**config.mk**
```make
export PLATFORM = sky130hd
export DESIGN_NAME = byteswap_stream
export DESIGN_NICKNAME = d
export VERILOG_FILES = /design/src/rtl/byteswap_stream.sv
export SDC_FILE = /design/constraint.sdc
export NUM_CORES = 2
export LEC_CHECK = 0
export BUFFER_PORTS_ARGS = -buffer_cell sky130_fd_sc_hd__buf_2
export CAP_MARGIN = 20
export CORE_ASPECT_RATIO = 2
export CORE_MARGIN = 4
export CORE_UTILIZATION = 30
export CTS_CLUSTER_SIZE = 8
export DETAILED_ROUTE_END_ITERATION = 8
export SYNTH_ARGS = -nofsm -noshare
export SYNTH_HDL_FRONTEND = slang
export SYNTH_SLANG_ARGS = --single-unit
```
**constraint.sdc**
```tcl
create_clock -name ap_clk -period 3.2 [get_ports ap_clk]
set_clock_uncertainty 0.1 [all_clocks]
set_input_delay 0.64 -clock ap_clk [delete_from_list [all_inputs] [get_ports ap_clk]]
set_output_delay 0.64 -clock ap_clk [all_outputs]
set_load 0.03 [all_outputs]
```
**src/rtl/byteswap_stream.sv**
```systemverilog
// Byte-reordering stream engine: latches a mode and beat count on start, permutes
// each accepted beat within 1/2/4/8-byte groups and streams it out through two register stages.
module byteswap_stream #(
    parameter int C_DATA_WIDTH  = 512,
    parameter int C_COUNT_WIDTH = 32
) (
    input  logic                     ap_clk,
    input  logic                     ap_rst_n,
    input  logic                     ap_start,
    input  logic [1:0]               cfg_mode,
    input  logic [C_COUNT_WIDTH-1:0] xfer_words,
    output logic                     ap_idle,
    output logic                     ap_done,
    output logic [C_COUNT_WIDTH-1:0] beats_out,
    input  logic                     s_tvalid,
    output logic                     s_tready,
    input  logic [C_DATA_WIDTH-1:0]  s_tdata,
    output logic                     m_tvalid,
    input  logic                     m_tready,
    output logic [C_DATA_WIDTH-1:0]  m_tdata,
    output logic                     m_tlast
);

    localparam int NB = C_DATA_WIDTH / 8;
    localparam logic [C_COUNT_WIDTH-1:0] CNT_ONE = 1;

    typedef enum logic [1:0] {IDLE, RUN, DONE} state_t;

    state_t                    state, state_next;
    logic [1:0]                mode_q;
    logic [C_COUNT_WIDTH-1:0]  words_q;
    logic [C_COUNT_WIDTH-1:0]  in_cnt;
    logic [C_COUNT_WIDTH-1:0]  out_cnt;
    logic                      s1_valid, s1_last;
    logic [C_DATA_WIDTH-1:0]   s1_data;
    logic                      s2_valid, s2_last;
    logic [C_DATA_WIDTH-1:0]   s2_data;
    logic                      s1_ready, s2_ready;
    logic                      in_fire, out_fire, start_fire;
    logic [2:0]                grp_mask;
    logic [C_DATA_WIDTH-1:0]   permuted;

    assign s2_ready   = !s2_valid || m_tready;
    assign s1_ready   = !s1_valid || s2_ready;
    assign s_tready   = (state == RUN) && (in_cnt < words_q) && s1_ready;
    assign in_fire    = s_tvalid && s_tready;
    assign out_fire   = s2_valid && m_tready;
    assign start_fire = (state == IDLE) && ap_start;

    assign ap_idle   = (state == IDLE);
    assign ap_done   = (state == DONE);
    assign beats_out = out_cnt;
    assign m_tvalid  = s2_valid;
    assign m_tdata   = s2_data;
    assign m_tlast   = s2_last;

    // Group sizes are powers of two, so the in-group byte reversal is an XOR of the byte index.
    always_comb begin
        grp_mask = 3'd0;
        case (mode_q)
            2'd1:    grp_mask = 3'd1;
            2'd2:    grp_mask = 3'd3;
            2'd3:    grp_mask = 3'd7;
            default: grp_mask = 3'd0;
        endcase
        permuted = '0;
        for (int i = 0; i < NB; i++) begin
            permuted[8*i +: 8] = s_tdata[8*(i ^ int'(grp_mask)) +: 8];
        end
    end

    always_ff @(posedge ap_clk or negedge ap_rst_n) begin
        if (!ap_rst_n) begin
            state <= IDLE;
        end else begin
            state <= state_next;
        end
    end

    always_comb begin
        state_next = state;
        case (state)
            IDLE: begin
                if (ap_start) begin
                    state_next = (xfer_words == '0) ? DONE : RUN;
                end
            end
            RUN: begin
                if (out_fire && s2_last) begin
                    state_next = DONE;
                end
            end
            DONE:    state_next = IDLE;
            default: state_next = IDLE;
        endcase
    end

    always_ff @(posedge ap_clk or negedge ap_rst_n) begin
        if (!ap_rst_n) begin
            mode_q   <= 2'd0;
            words_q  <= '0;
            in_cnt   <= '0;
            out_cnt  <= '0;
            s1_valid <= 1'b0;
            s1_last  <= 1'b0;
            s1_data  <= '0;
            s2_valid <= 1'b0;
            s2_last  <= 1'b0;
            s2_data  <= '0;
        end else begin
            if (start_fire) begin
                mode_q  <= cfg_mode;
                words_q <= xfer_words;
                in_cnt  <= '0;
                out_cnt <= '0;
            end else begin
                if (in_fire) begin
                    in_cnt <= in_cnt + CNT_ONE;
                end
                if (out_fire) begin
                    out_cnt <= out_cnt + CNT_ONE;
                end
            end

            // Stage 1 only refills when its current beat has moved to stage 2 (or it was empty).
            if (s1_ready) begin
                s1_valid <= in_fire;
                if (in_fire) begin
                    s1_data <= permuted;
                    s1_last <= (in_cnt == words_q - CNT_ONE);
                end
            end

            if (s2_ready) begin
                s2_valid <= s1_valid;
                s2_last  <= s1_valid && s1_last;
                if (s1_valid) begin
                    s2_data <= s1_data;
                end
            end
        end
    end

endmodule
```
# Word-level counts from Yosys, hierarchy flattened
# Index checks and enable logic that the tools add are counted.
# Widths: inputs -> output; s select.
# totals
regBits,1128
latch_bits,0
mem_bits_rw,0
romBits,0
inputBits,551
output_inout_bits,549
wordCells,142
n_memories,0
# op_classes
n_addsub,3
mul,0
div,0
magnitude_cmp,1
n_eq_ne,8
shifts,64
mux,9
n_bitwise,28
reduce_logical,18
# ops
operator,count
$shiftx 512x10->8,32
$shiftx 512x9->8,16
$shiftx 512x7->8,8
$shiftx 512x8->8,8
$mux 32,4
$add 32x1->32 const B,2
$eq 32x32->1,1
$logic_not 32->1,1
$lt 32x32->1,1
$sub 32x1->32 const B,1
$not 2->5,3
$not 1->4,3
$not 2->4,3
$not 1->3,3
$not 2->3,3
$pmux 3 s3,1
$logic_and 1x1->1,7
$eq 2x2->1 const B,3
$mux 2,3
$not 1->2,3
$not 2->2,3
$not 3->6,1
$reduce_and 2->1,3
$not 3->5,1
11 further kinds,17

# Longest topological paths before layout
# depth
word_depth,7
ltp_mapped,14
depth_no_buf,10

# Least setup slack after synthesis
# Ideal clock, no wire load.
# synth_path
kind,register to register
start,register words_q[10]
end,register s1_data[100]
setup_ps,117
arrival_time_ps,3075
required_time_ps,2983
setup_slack_ps,-93
stages_incl_launch_ff,14
n_path_buf,3
synth_period_minus_slack_ps,3293
cell_sequence,dfrtp_1 inv_1 ha_1 a21o_1 a221o_1 a221oi_1 nand3_1 a21oi_1 nand2_1 buf_2 clkbuf_1 clkbuf_1 nor2_1 nor2_1
# synth_between
elab_chain_len,5
# synth_rtl
element,line_no,text
"start, declared",31,logic [C_COUNT_WIDTH-1:0] words_q;
"start signal, assigned",113,words_q <= xfer_words;
$lt 32x32->1,45,assign s_tready = (state == RUN) && (in_cnt < words_q) && s1_ready;
$logic_and 1x1->1 (2 in a row),45,
named net s_tready,16,"output logic s_tready,"
$logic_and 1x1->1,46,assign in_fire = s_tvalid && s_tready;
$reduce_and 2->1 (no line),n/a,
"end signal, assigned",129,s1_data <= permuted;
"end, declared",35,logic [C_DATA_WIDTH-1:0] s1_data;
# The timed path passes the listed nets, and every way through them passes these cells.
# A chain may end at the register's enable or synchronous reset.

# Final worst setup path
# layout_path
start,register words_q[10]
end,output s_tready
# layout_between
elab_chain_len,3
# layout_rtl
element,line_no
$lt 32x32->1,45
$logic_and 1x1->1 (2 in a row),45
"end, declared",16
# No other way between the ends.

==> reports/results.ini <==
[power_and_ir_drop]
leakage_nw=30.3
overall_power_after_layout_w=0.0724
ir_worst_vdd_mv=0.630
power_density_normalized_to_cell_area_nw_per_um2=993

[placed_design]
dp_hpwl_um=203000
dpl_cells=8148
port-buffer-count=1099
place.gp.congestion=1.05
postPlaceCellArea_um2=66400

[cts]
cts_root_buffer=sky130_fd_sc_hd__clkbuf_16
clkLatencyLatePin_ns=0.80
count_of_clock_tree_sinks=1128
clock_tree.htree_level_count=4
clk_pin_slew_worst_paths_ns=0.05
cts.path.max_buffers=4
tritoncts=done
cts_buffers=167

[cells_and_area]
nNetsFinal=6494
stdcell_area_um2=72900
post_route_cells_drive_above_1_share_pct=45.9
filler_cell_count=18000
layout.cells.non_filler=8516
synthToLayoutAreaGrowth_pct=29.7

[drt]
antenna_violating_nets_post_route=0
finalWirelength_um=259000
route.detailed.wl_per_inst_um=30.4
detail_route.iter0.violations=3752
via_per_inst=5.33
num_vias=45400
drt_drc_violations_left=0
dr.pass1.iters=6

[sta]
setup-violations-final=1
slew_viol_final=0
unrepaired_setup_endpoints_after_global_routing=true
tns_ns=-0.287
worst_slew_margin_relative_to_its_limit_pct=41.8
timing.final.crit_period_ns=3.49
period_share_pct=109
fmax_mhz=287
finalHoldViolations=0
final_critical_path_setup_slack_ns=-0.287
worst_hold_slack_ns=0.0861
worstMarginPinSlew_ns=0.874

[synth]
netlist.top_cell.by_area=sky130_fd_sc_hd__dfrtp_1
yosysUniqueCellTypes=48
synth_top_family_by_area=multiplexers
mappedNetlistArea_um2=56200
postSynthAreaPerCell_um2=12.2
synth-compound-area-share_pct=1.42
synth_fa_ha_area_share_pct=0.779
synth.yosys.warnings=0
post_synth_inst_count=4617
synth-main-ff-cell=sky130_fd_sc_hd__dfrtp_1
synth-xor-area-share_pct=1.23
async_flop_share_pct=100
postSynthNetCount=5203
yosys-mux-area-fraction_pct=30.9
synth_largest_type_area_fraction_pct=50.2
ys_seq_area_share_pct=50.2
synth.ff_latch_count=1128
synth_enable_flop_cells=0
post_synth_main_area_contributors=sky130_fd_sc_hd__dfrtp_1 (50%), sky130_fd_sc_hd__mux4_2 (21%), sky130_fd_sc_hd__nor2_1 (11%)
post_synth_and_or_nand_nor_area_fraction_pct=13.1

[worst_hold_path]
timing.hold.worst_path_depth=3
timing.hold.worst.class=in2reg
holdCritStartpoint=xfer_words[28]
sink_of_the_worst_hold_path=words_q[28]$_DFFE_PN0P_

[setup_path]
rr_endpoint=s1_data[192]$_DFFE_PN0P_
reg2reg_from=words_q[10]$_DFFE_PN0P_
crit_path_end_kind=output port
critical_path_arrival_ns=2.75
critical_path.max_fanout=4
r2r_setup_slack_ns=0.05
worstSetupPathType=reg2out
worstPathRequired_ns=2.46
critPathLaunchType=register
rr_worst_depth=14

[die]
design.core.area_um2=186000
die_height_um=620
die_area_um2=195000
io-pin-count=1100
rows=224
die_w_um=314
initial_core_util_pct=30.2

[status]
outcome=finished with violations
violations_in_the_final_reports=setup timing

[global_routing]
grt_pass1_vias=46200
globalRouteMet2Util_pct=42.8
grt.total_usage_pct=25.2
wire_length_of_the_first_global_routing_pass_um=350000
globalRouteMet1Util_pct=23.7
use_met3_pct=11.1
grt_max_degree=105
antenna_found_initial=153
global_route.overflow_total=0
grt_busiest_layer=met2

[job]
max_cap_violations=0

## layout make-up
class | count | area (um^2) | share of cell area (%)
sequential | 1128 | 28200 | 38.7
multi-input combinational | 3136 | 27100 | 37.2
antenna | 110 | 275 | 0.377
inverter | 45 | 169 | 0.232
clock buffer | 176 | 4310 | 5.90
tap | 2486 | 3110 | 4.26
clock inverter | 5 | 66.3 | 0.0909
timing repair buffer | 1430 | 9650 | 13.2
## worst max-delay path: stages, from the launching register on
cell	delay, ns
sky130_fd_sc_hd__dfrtp_1	0.39
sky130_fd_sc_hd__inv_2	0.10
sky130_fd_sc_hd__ha_4	0.21
sky130_fd_sc_hd__a21o_1	0.16
sky130_fd_sc_hd__a221o_1	0.33
sky130_fd_sc_hd__a221oi_2	0.21
sky130_fd_sc_hd__nand3_1	0.15
sky130_fd_sc_hd__a21oi_2	0.19
sky130_fd_sc_hd__buf_6	0.18
## metrics by stage
step,setup slack [ns],utilization (%)
after floorplan,0.0981,-
after global placement,-0.0110,35.6
after detailed placement,-0.0802,35.6
after CTS,-0.449,38.1
after global routing,-0.452,39.1
final,-0.287,39.1
## layout by cell type, fill, tap and decap left out, types with 26 or more instances in the layout
master                      Yosys  routed
sky130_fd_sc_hd__xnor2_1       39      39
sky130_fd_sc_hd__mux2_2       512     512
sky130_fd_sc_hd__nor2_4         0      26
sky130_fd_sc_hd__nand2_1       79      77
sky130_fd_sc_hd__buf_12         0      61
sky130_fd_sc_hd__buf_4          0     179
sky130_fd_sc_hd__nor2_2         0      40
sky130_fd_sc_hd__o21ai_0       69      67
sky130_fd_sc_hd__inv_1         45      42
sky130_fd_sc_hd__mux4_2       512     512
sky130_fd_sc_hd__buf_2         23    1099
sky130_fd_sc_hd__ha_1          35      32
sky130_fd_sc_hd__diode_2        0     110
sky130_fd_sc_hd__nand3_1       40      37
sky130_fd_sc_hd__a21oi_1       36      28
sky130_fd_sc_hd__nand4_1       37      37
sky130_fd_sc_hd__nor2_1      1600    1534
sky130_fd_sc_hd__dfrtp_1     1128    1125
sky130_fd_sc_hd__xor2_1        40      40
sky130_fd_sc_hd__clkbuf_16      0     197
## timing repair
item,in CTS,in global routing
pin swaps,7,174
setup endpoints to repair,363,478
hold buffers,22,0
hold endpoints to repair,44,0
setup buffers,5,12
gates cloned,0,38
gates resized for setup,8,192
## worst max path at each step
stage / start / endpoint
floorplan: words_q[10]$_DFFE_PN0P_ / s1_data[100]$_DFFE_PN0P_
global placement: words_q[10]$_DFFE_PN0P_ / s1_data[163]$_DFFE_PN0P_
detailed placement: words_q[10]$_DFFE_PN0P_ / s1_data[116]$_DFFE_PN0P_
CTS: in_cnt[11]$_DFFE_PN0P_ / s_tready
global route: words_q[10]$_DFFE_PN0P_ / s_tready
finish: words_q[10]$_DFFE_PN0P_ / s_tready
## flip-flops by register name, indices dropped and copies added, names as in the netlist
signal and count:
s1_data 512, m_tlast 1, s1_valid 1, beats_out 32, s1_last 1, m_tdata 512
in_cnt 32, mode_q 2, words_q 32, state 2, m_tvalid 1
## logic make-up (layout without fill, tap and decap cells)
group | count (synthesis) | after routing
simple gates | 1852 | 1852
flops | 1128 | 1128
mux | 1032 | 1032
buf+inv | 353 | 1656
compound gates | 138 | 138
xor+xnor | 79 | 79
fa+ha+maj | 35 | 35
other cells | 0 | 110
## metal layers
metal  wire length, um  vias to the layer above
li1                  -                    18900
met1             76800                    23100
met2            127000                     2522
met3             29800                      763
met4             24500                       58
met5               342                        -
## where the power goes
group | leakage (nW) | total [W] | switching (W) | internal (W)
Sequential | 12.7 | 0.0244 | 0.00429 | 0.0201
Clock | 2.15 | 0.0158 | 0.00640 | 0.00938
Combinational | 15.5 | 0.0322 | 0.0199 | 0.0123
Total | 30.3 | 0.0724 | 0.0306 | 0.0418
## synthesized netlist by cell type (7+ instances only)
library cell / instances
sky130_fd_sc_hd__clkbuf_1: 273
sky130_fd_sc_hd__o21ai_0: 69
sky130_fd_sc_hd__nand2_1: 79
sky130_fd_sc_hd__ha_1: 35
sky130_fd_sc_hd__buf_1: 12
sky130_fd_sc_hd__nor4_1: 17
sky130_fd_sc_hd__a21oi_1: 36
sky130_fd_sc_hd__nor3_1: 12
sky130_fd_sc_hd__nor2_1: 1600
sky130_fd_sc_hd__mux2_2: 512
sky130_fd_sc_hd__mux4_2: 512
sky130_fd_sc_hd__inv_1: 45
sky130_fd_sc_hd__buf_2: 23
sky130_fd_sc_hd__and3_1: 15
sky130_fd_sc_hd__and4_1: 7
sky130_fd_sc_hd__mux2i_1: 8
sky130_fd_sc_hd__or3_1: 20
sky130_fd_sc_hd__dfrtp_1: 1128
sky130_fd_sc_hd__and2_1: 8
sky130_fd_sc_hd__xor2_1: 40
sky130_fd_sc_hd__nand4_1: 37
sky130_fd_sc_hd__nand3_1: 40
sky130_fd_sc_hd__xnor2_1: 39
No activity file was read; power rests on OpenSTA's default activity.
